File: src/rtl/dense_2_packer.sv
// Frame packer for the 128-bit bit-serial dense stage. It collects narrow beats MSB-first into
// frames and issues each frame as a single-cycle pulse, spaced at least ISSUE_GAP cycles apart.
module dense_2_packer #(
  parameter int unsigned IN_WIDTH   = 8,
  parameter int unsigned FRAME_BITS = 128,
  parameter int unsigned ISSUE_GAP  = 128
) (
  input  logic                  clk,
  input  logic                  rst,
  input  logic                  vld_in,
  input  logic [IN_WIDTH-1:0]   data_in,
  output logic                  rdy_in,
  output logic                  vld_out,
  output logic [FRAME_BITS-1:0] data_out,
  output logic                  drop_err
);

  localparam int unsigned BEATS = FRAME_BITS / IN_WIDTH;
  localparam int unsigned CW    = (BEATS > 1) ? $clog2(BEATS) : 1;
  localparam int unsigned GW    = (ISSUE_GAP > 1) ? $clog2(ISSUE_GAP) : 1;

  localparam logic [CW-1:0] LastBeat = CW'(BEATS - 1);
  localparam logic [GW-1:0] GapLoad  = GW'(ISSUE_GAP - 1);

  logic [CW-1:0]         beat_cnt_q;
  logic [FRAME_BITS-1:0] hold_q;
  logic                  hold_vld_q;
  logic [GW-1:0]         gap_cnt_q;

  logic [FRAME_BITS-1:0] frame_next;
  logic                  last_beat;
  logic                  issue_now;
  logic                  accept;
  logic                  load;

  always_comb begin
    last_beat = (beat_cnt_q == LastBeat);
    issue_now = hold_vld_q && (gap_cnt_q == '0);
    // Only a final beat can stall: it would overwrite a frame still waiting to issue.
    rdy_in    = !(last_beat && hold_vld_q && !issue_now);
    accept    = vld_in && rdy_in;
    load      = accept && last_beat;
  end

  // Single-beat frames need no shift register; the beat is the whole frame.
  if (BEATS > 1) begin : g_pack
    logic [FRAME_BITS-IN_WIDTH-1:0] pack_q;

    assign frame_next = {pack_q, data_in};

    always_ff @(posedge clk or posedge rst) begin
      if (rst) begin
        pack_q <= '0;
      end else if (accept) begin
        pack_q <= frame_next[FRAME_BITS-IN_WIDTH-1:0];
      end
    end
  end else begin : g_nopack
    assign frame_next = data_in;
  end

  always_ff @(posedge clk or posedge rst) begin
    if (rst) begin
      beat_cnt_q <= '0;
      hold_q     <= '0;
      hold_vld_q <= 1'b0;
      gap_cnt_q  <= '0;
      vld_out    <= 1'b0;
      data_out   <= '0;
      drop_err   <= 1'b0;
    end else begin
      if (accept) begin
        beat_cnt_q <= last_beat ? '0 : beat_cnt_q + CW'(1);
      end

      if (vld_in && !rdy_in) begin
        drop_err <= 1'b1;
      end

      if (load) begin
        hold_q <= frame_next;
      end

      // A load on the issuing edge keeps the hold stage occupied with the new frame.
      if (load) begin
        hold_vld_q <= 1'b1;
      end else if (issue_now) begin
        hold_vld_q <= 1'b0;
      end

      if (issue_now) begin
        data_out  <= hold_q;
        vld_out   <= 1'b1;
        gap_cnt_q <= GapLoad;
      end else begin
        vld_out <= 1'b0;
        if (gap_cnt_q != '0) begin
          gap_cnt_q <= gap_cnt_q - GW'(1);
        end
      end
    end
  end

endmodule

File: config.mk
export PLATFORM = sky130hd
export DESIGN_NAME = dense_2_packer
export DESIGN_NICKNAME = d
export VERILOG_FILES = /design/src/rtl/dense_2_packer.sv
export SDC_FILE = /design/constraint.sdc
export NUM_CORES = 1
export LEC_CHECK = 0
export BUFFER_PORTS_ARGS = -buffer_cell sky130_fd_sc_hd__buf_4
export CORE_MARGIN = 2
export CORE_UTILIZATION = 35
export DETAILED_ROUTE_END_ITERATION = 6
export PLACE_DENSITY = 0.61
export SLEW_MARGIN = 5
export SYNTH_ARGS = -nofsm -noshare
export SYNTH_HDL_FRONTEND = slang
export SYNTH_SLANG_ARGS = --single-unit
File: constraint.sdc
create_clock -name clk -period 17.7 [get_ports clk]
set_input_delay 3.54 -clock clk [delete_from_list [all_inputs] [get_ports clk]]
set_output_delay 3.54 -clock clk [all_outputs]
set_load 0.01 [all_outputs]
==> metrics.md, run 1 <==
| Metric | Value |
|---|---|
| DR WL/cell | `17.21 µm` |
| Top FF cell, synth | `dfrtp_1` |
| Main combinational cell family by area after synthesis | `multiplexers` |
| Chip height | `roughly 210 µm` |
| Clock Sinks | `between 300 and 400` |
| Io pins | `between 100 and 150` |
| Pint | `between 1.5 and 2 mW` |
| Clk slew on worst S/H paths | `~60 ps` |
| GRT Util Overall | `roughly 13%` |
| Layout Nets | `1026` |
| Net Count, Synth | `~870` |
| Worst Clk Skew | `~9.5 ps` |
| Synth Instances | `861` |
| Most used cell along the critical path | `buf_4` |
| Post-synthesis xor/xnor area fraction | `0%` |
| CTS Buffer Depth | `3` |
| Tmin final | `5562 ps` |
| Slew Viols, Final | `0` |
| Die X | `between 200 and 250 µm` |
| Setup CP Type | `input pin to asynchronous set/reset pin` |
| Slew @ Worst Pin | `between 900 and 1000 ps` |
| Post-synth top cells | `390 x dfrtp_1, 277 x mux2_2, 100 x mux2_1` |
| Combinational power share | `12.9%` |
| Final Non-Filler Cells | `~1600` |
| Final core occ | `a little over two fifths` |
| Vias in the first global route | `about 8100` |
| CP bufs+invs | `4` |
| Max FO, Critical Path | `130` |
| DRT iter0 DRCs | `260` |
| First-pass GRT wire length | `44.95 mm` |
| Rows | `75` |
| CP Launch Type | `input pin` |
| CP required | `approximately 18000 ps` |
| PostCTS Resize Cnt | `0` |
| Clock buffer count from CTS | `between 40 and 50` |
| Dominant cell type by area after synthesis | `dfrtp_1` |
| Sum of negative setup slack | `0 ps` |
| CP arrival | `just over 6000 ps` |
| Mux contribution to synthesized area | `approximately 29%` |
| Total global routing overflow | `0` |
| Leakage | `8.602 nW` |
| Crit-path max cell delay | `between 800 and 900 ps` |
| Fmax | `179.8 MHz` |
| Gpl congestion | `between 0.6 and 0.7` |
| Max-cap violations | `0` |
| Number of diodes | `0` |
| Setup bufs post-CTS | `0` |
| Power density over cell area | `146.5 nW/µm²` |
| Initial core utilization | `between 30% and 40%` |
| FILL cells | `around 3800` |
| Final hold vios | `0` |
| Flops & latches, synth | `390` |
| Syn avg cell area | `about 17 µm²` |
| Hold WC Path Type | `flip-flop to flip-flop` |
| Synth top area share | `approximately two thirds` |
| Run status | `finished clean` |
| Area share of and/or/nand/nor cells after synthesis | `less than 1%` |
| Syn-to-layout area delta | `19.57%` |
| Endpoint class of the critical path | `asynchronous set/reset pin` |
| Netlist cell types | `27` |
| Top-count cell post-synth | `dfrtp_1` |
| Placed insts | `about 1500` |
| Final Cycle Share | `31.42%` |
| Hold buffer count at cts | `0` |
| Hpwl dp | `~17 mm` |
| Net Switching | `approximately 640 µW` |
| DR pass1 iterations | `3` |
| Clock root cell | `clkbuf_16` |
| Mean number of vias per cell | `roughly 4.7` |
| Die ar. | `roughly 44000 µm²` |
| Core Region | `between 40000 and 50000 µm²` |
| Seq pwr share | `between 50% and 60%` |
| CTS H-tree lvls | `2` |
| Post-Synth Adder-Cell Area | `less than 1%` |
| Pre-CTS WS | `between 10000 and 15000 ps` |
| Clock power frac | `35.4%` |
| Sw Ratio | `24.73%` |
| Worst Setup Slack, final | `about 12000 ps` |
| Share of the yosys chip area belonging to registers | `~66%` |
| VDD IR max | `roughly 0.068 mV` |
| Routed via count | `7432` |
| Final wirelength | `about 27 mm` |
| CP Cell Sequence | `buf_4 > inv_8 > buf_4 > buf_4` |
| Layout cells sized above 1 | `around 47%` |
| Slew HR | `~34%` |
| Post-synth ARST share | `100.0%` |
| Pwr Total | `around 2.6 mW` |
| Slowest library cell on the worst path | `buf_4` |
| Final setup violation count | `0` |
| Synth top area cells | `dfrtp_1 66%, mux2_2 21%, mux2_1 7.7%, buf_6 2.2%, buf_4 0.31%` |
| Largest net degree at the start of global routing | `about 130` |
| Port Buffers | `141` |
| RSZ-0062 raised after global routing | `false` |
| Antenna violations before repair | `0` |
| Antenna-violating nets left | `0` |
| Synth Area in Compound Gates | `0.7912%` |
| Number of synthesized flops with an enable pin | `0` |
| Post-synthesis cell area | `roughly 15000 µm²` |
| Crit path max-delay family | `buffers and inverters` |
| DRC Markers | `0` |
| CTS tree | `built` |
| Ys Warns | `0` |
| Clock latency on the worst-skew pair | `540 ps` |
==> logic make-up (layout without fill, tap and decap cells) <==
logic type      Yosys count  in the layout
compound gates           20             20
buf+inv                  46            230
fa+ha+maj                 2              2
simple gates             25             25
flops                   390            390
mux                     378            378
==> through the flow <==
| step | hold WS (ps) | cell area (µm²) |
|---|---|---|
| 4_1_cts | 488.9 | 17580 |
| 3_5_place_dp | 476.0 | 16130 |
| 2_1_floorplan | 460.2 | 14710 |
| 6_report | 484.2 | 17580 |
| 3_3_place_gp | 469.5 | 16130 |
| 5_1_grt | 503.7 | 17580 |
==> registers in the layout (all words and copies together) (netlist names) <==
name,count
hold_vld_q,1
drop_err,1
hold_q,128
beat_cnt_q,4
data_out,128
gap_cnt_q,7
g_pack.pack_q,120
vld_out,1
==> area by class of cell <==
cell class              instances  area (µm²)  share of cell area (%)
inverters                       4       22.52                  0.1281
multi-input cells             425        4552                   25.89
clock buffers                  66        1275                   7.251
repair buffers                150        1126                   6.404
clock inverters                10       175.2                  0.9962
flip-flops and latches        390        9759                   55.50
well taps                     539       674.4                   3.835
==> cells in the final DEF (no fill, tap or decap), types with 3 or more instances in the layout <==
master / count
clkbuf_16: 45
nor3_1: 4
mux2_1: 100
nand2_1: 6
mux2_2: 277
buf_4: 150
bufinv_16: 5
nor2_1: 4
o21ai_0: 7
clkbuf_8: 7
a21oi_1: 5
clkbuf_1: 14
dfrtp_1: 390
inv_1: 3
clkinv_2: 5
==> worst reg2reg max path, cell delays in order (launching register included) <==
cell	delay (ps)
dfrtp_1	400
ha_1	250
nand3_1	120
a211o_1	380
nand2_4	610
buf_4	900
mux2_2	490
==> routing by layer <==
layer  part of all wire, %  wire, µm  track usage (%)
met5                     0         0                0
met1                    45     12360            16.91
met4                   2.5       689            4.631
met2                    47     12830            20.63
met3                   5.0      1372            3.457
==> power by group through the flow <==
stage | sequential, mW | combinational [mW] | clock [mW]
finish | 1.33 | 0.333 | 0.911
global route | 1.38 | 0.371 | 0.973
CTS | 1.34 | 0.342 | 0.941
detailed placement | 1.36 | 0.339 | 0
global placement | 1.35 | 0.326 | 0
floorplan | 1.26 | 0.306 | 0
==> path summary, 6_finish.rpt <==
kind | startpoint | end | slack, ps | cells after the start
worst max-delay path | rst | drop_err | 12140 | 4
max in group clk | beat_cnt_q[0] | rdy_in | 12290 | 4
worst max register to register | beat_cnt_q[0] | g_pack.pack_q[119] | 14440 | 6
worst min-delay path | hold_q[0] | data_out[0] | 480 | 1
worst min register to register | hold_q[0] | data_out[0] | 480 | 1
min in group asynchronous | rst | data_out[55] | 3180 | 2
(Power assumes the default switching activity.)
==> run 2: changes to the inputs <==
--- a/config.mk
+++ b/config.mk
@@ -9,7 +9,7 @@
 export CORE_MARGIN = 2
 export CORE_UTILIZATION = 35
 export DETAILED_ROUTE_END_ITERATION = 6
-export PLACE_DENSITY = 0.61
+export PLACE_DENSITY = 0.63
 export SLEW_MARGIN = 5
 export SYNTH_ARGS = -nofsm -noshare
 export SYNTH_HDL_FRONTEND = slang
==> constraint.sdc (replaced) <==
create_clock -name clk -period 4.9 [get_ports clk]
set_input_delay 0.98 -clock clk [delete_from_list [all_inputs] [get_ports clk]]
set_output_delay 0.98 -clock clk [all_outputs]
set_load 0.01 [all_outputs]
==> run 2 against run 1 <==
  * Clock-buffer cell count down 2
  * Final cell count increased by 0.19%
  * Sequential power rose to 3.6 times the previous value
  * Critical path depth stayed put
  * Utilization up 0.11 points
  * First-iteration DRC count up 18%
  * Via count fell by 0.28%
  * Hold slack lost 2.0 ps
==> metrics.md, run 2 (same netlist as run 1, synthesis figures left out) <==
| Metric | Value |
|---|---|
| Run status | `finished clean` |
| Routed via count | `7411 (-0.28%)` |
| Clock root cell | `clkbuf_16` |
| Slew HR | `35.70% (+2.0 points)` |
| Hold buffer count at cts | `0 (unchanged)` |
| FILL cells | `3807 (-0.29%)` |
| Power density over cell area | `524.9 nW/µm² (+260%)` |
| Rows | `75 (unchanged)` |
| Gpl congestion | `0.6777 (+4.3%)` |
| Most frequent cells in the layout | `390 x dfrtp_1, 277 x mux2_2, 147 x buf_4` |
| Mean number of vias per cell | `4.670 (-0.47%)` |
| Final hold vios | `0 (unchanged)` |
| Core Region | `41670 µm² (unchanged)` |
| Largest net degree at the start of global routing | `117 (-11%)` |
| Final Cycle Share | `59.17%` |
| VDD IR max | `0.2519 mV (+270%)` |
| Die X | `209.0 µm (unchanged)` |
| Finished layout cell area | `17630 µm² (+0.26%)` |
| Initial core utilization | `35.30% (unchanged)` |
| Hpwl dp | `17.04 mm (+2.0%)` |
| First-pass GRT wire length | `44.38 mm (-1.3%)` |
| CTS Buffer Depth | `3 (unchanged)` |
| CTS tree | `built` |
| DRC Markers | `0 (unchanged)` |
| DR pass1 iterations | `4 (+1)` |
| CP Cell Sequence | `ha_1 > nand3_1 > a211o_1 > buf_4` |
| CP Launch Type | `flip-flop` |
| Hold WC Path Type | `flip-flop to flip-flop` |
| PostCTS Resize Cnt | `0 (unchanged)` |
| Antenna-violating nets left | `0 (unchanged)` |
| Layout cells sized above 1 | `47.90% (+0.63 points)` |
| Leading cell type in the layout, fill and taps excluded | `dfrtp_1` |
| Fmax | `around 340 MHz` |
| Reg2Reg Setup Slack | `2140 ps (-12300 ps)` |
| Pwr Total | `9.253 mW (+260%)` |
| Largest regs | `data_out (128), hold_q (128), g_pack.pack_q (120)` |
| RSZ-0062 raised after global routing | `false` |
| Final setup violation count | `0 (unchanged)` |
| Slew @ Worst Pin | `964.5 ps (-30.53 ps)` |
| Syn-to-layout area delta | `19.87%` |
| CTS H-tree lvls | `2 (unchanged)` |
| CP arrival | `1920 ps (-4190 ps)` |
| Register area | `9759 µm² (unchanged)` |
| Leakage | `8.622 nW (+0.24%)` |
| DR WL/cell | `17.05 µm (-0.91%)` |
| Setup CP Type | `flip-flop to output pin` |
| Clock Sinks | `390 (unchanged)` |
| Worst Clk Skew | `12.52 ps (+3.042 ps)` |
| Crit-path max cell delay | `400 ps (-430 ps)` |
| Clock latency on the worst-skew pair | `550 ps (about the same)` |
| Tmin final | `between 2000 and 3000 ps` |
| DRT iter0 DRCs | `306 (+18%)` |
| Total global routing overflow | `0 (unchanged)` |
| CP required | `3920 ps (-14320 ps)` |
| Io pins | `142 (unchanged)` |
| Final core occ | `42.31% (+0.11 points)` |
| Die ar. | `43670 µm² (unchanged)` |
| Port Buffers | `141 (unchanged)` |
| Area of the multi-input gates | `4552 µm² (unchanged)` |
| Antenna violations before repair | `0 (unchanged)` |
| Max FO, Critical Path | `5 (-96%)` |
| Final wirelength | `27.06 mm (-0.72%)` |
| Pre-CTS WS | `2049 ps (-9399 ps)` |
| Clk slew on worst S/H paths | `60 ps (about the same)` |
| Worst Setup Slack, final | `2001 ps (-10140 ps)` |
| GRT Util Overall | `12.80% (-0.091 points)` |
| Placed cell area | `16210 µm² (+0.46%)` |
| Setup bufs post-CTS | `0 (unchanged)` |
| Endpoint class of the critical path | `output pin` |
| Vias in the first global route | `7863 (-2.5%)` |
| Slew Viols, Final | `0 (unchanged)` |
| Number of diodes | `0 (unchanged)` |
| Worst hold slack | `482.1 ps (-2.040 ps)` |
| Max-cap violations | `0 (unchanged)` |
| Slowest library cell on the worst path | `dfrtp_1` |
| Clock buffer count from CTS | `42 (unchanged)` |
| Chip height | `209.0 µm (unchanged)` |
| Layout Nets | `1028 (+0.19%)` |
-- run 2: layout make-up --
class,instances,area share [%]
clock buffers,64,7.232
clock inverters,13,0.8304
inverters,4,0.1065
multi-input cells,425,25.82
flip-flops and latches,390,55.36
well taps,539,3.825
repair buffers,152,6.828
-- run 2: worst paths after layout --
kind | start | end | cells after the start
worst max-delay path | beat_cnt_q[0] | rdy_in | 4
worst min-delay path | hold_q[82] | data_out[82] | 1
worst max register to register | beat_cnt_q[0] | g_pack.pack_q[2] | 6
worst min register to register | hold_q[82] | data_out[82] | 1
max in group asynchronous | rst | data_out[38] | 3
min in group asynchronous | rst | data_out[0] | 2
-- run 2: stage by stage --
| stage | std cells | TNS, ps |
|---|---|---|
| 2_1_floorplan | 861 | -517100 |
| 3_3_place_gp | 1510 | 0 |
| 3_5_place_dp | 1510 | 0 |
| 4_1_cts | 1587 | 0 |
| 5_1_grt | 1587 | 0 |
| 6_report | 1587 | 0 |
-- run 2: critical path, delay by kind of cell (launching register included) --
kind	cells	cell delay (ps)
fa+ha+maj	1	250
buf+inv	1	200
flops	1	400
compound gates	1	390
simple gates	1	130
-- run 2: metal layers --
layer	GRT usage, %	vias up	part of all wire (%)
met3	3.847	48	6.1
met2	19.47	134	46
met5	0	-	0
met1	17.26	3862	45
met4	4.901	0	2.6
li1	-	3367	-
-- run 2: power by group --
part | switching, mW | internal [mW] | leakage, nW
clock network | 1.26 | 1.95 | 0.705
registers | 0.676 | 4.15 | 5.05
logic | 0.403 | 0.816 | 2.86
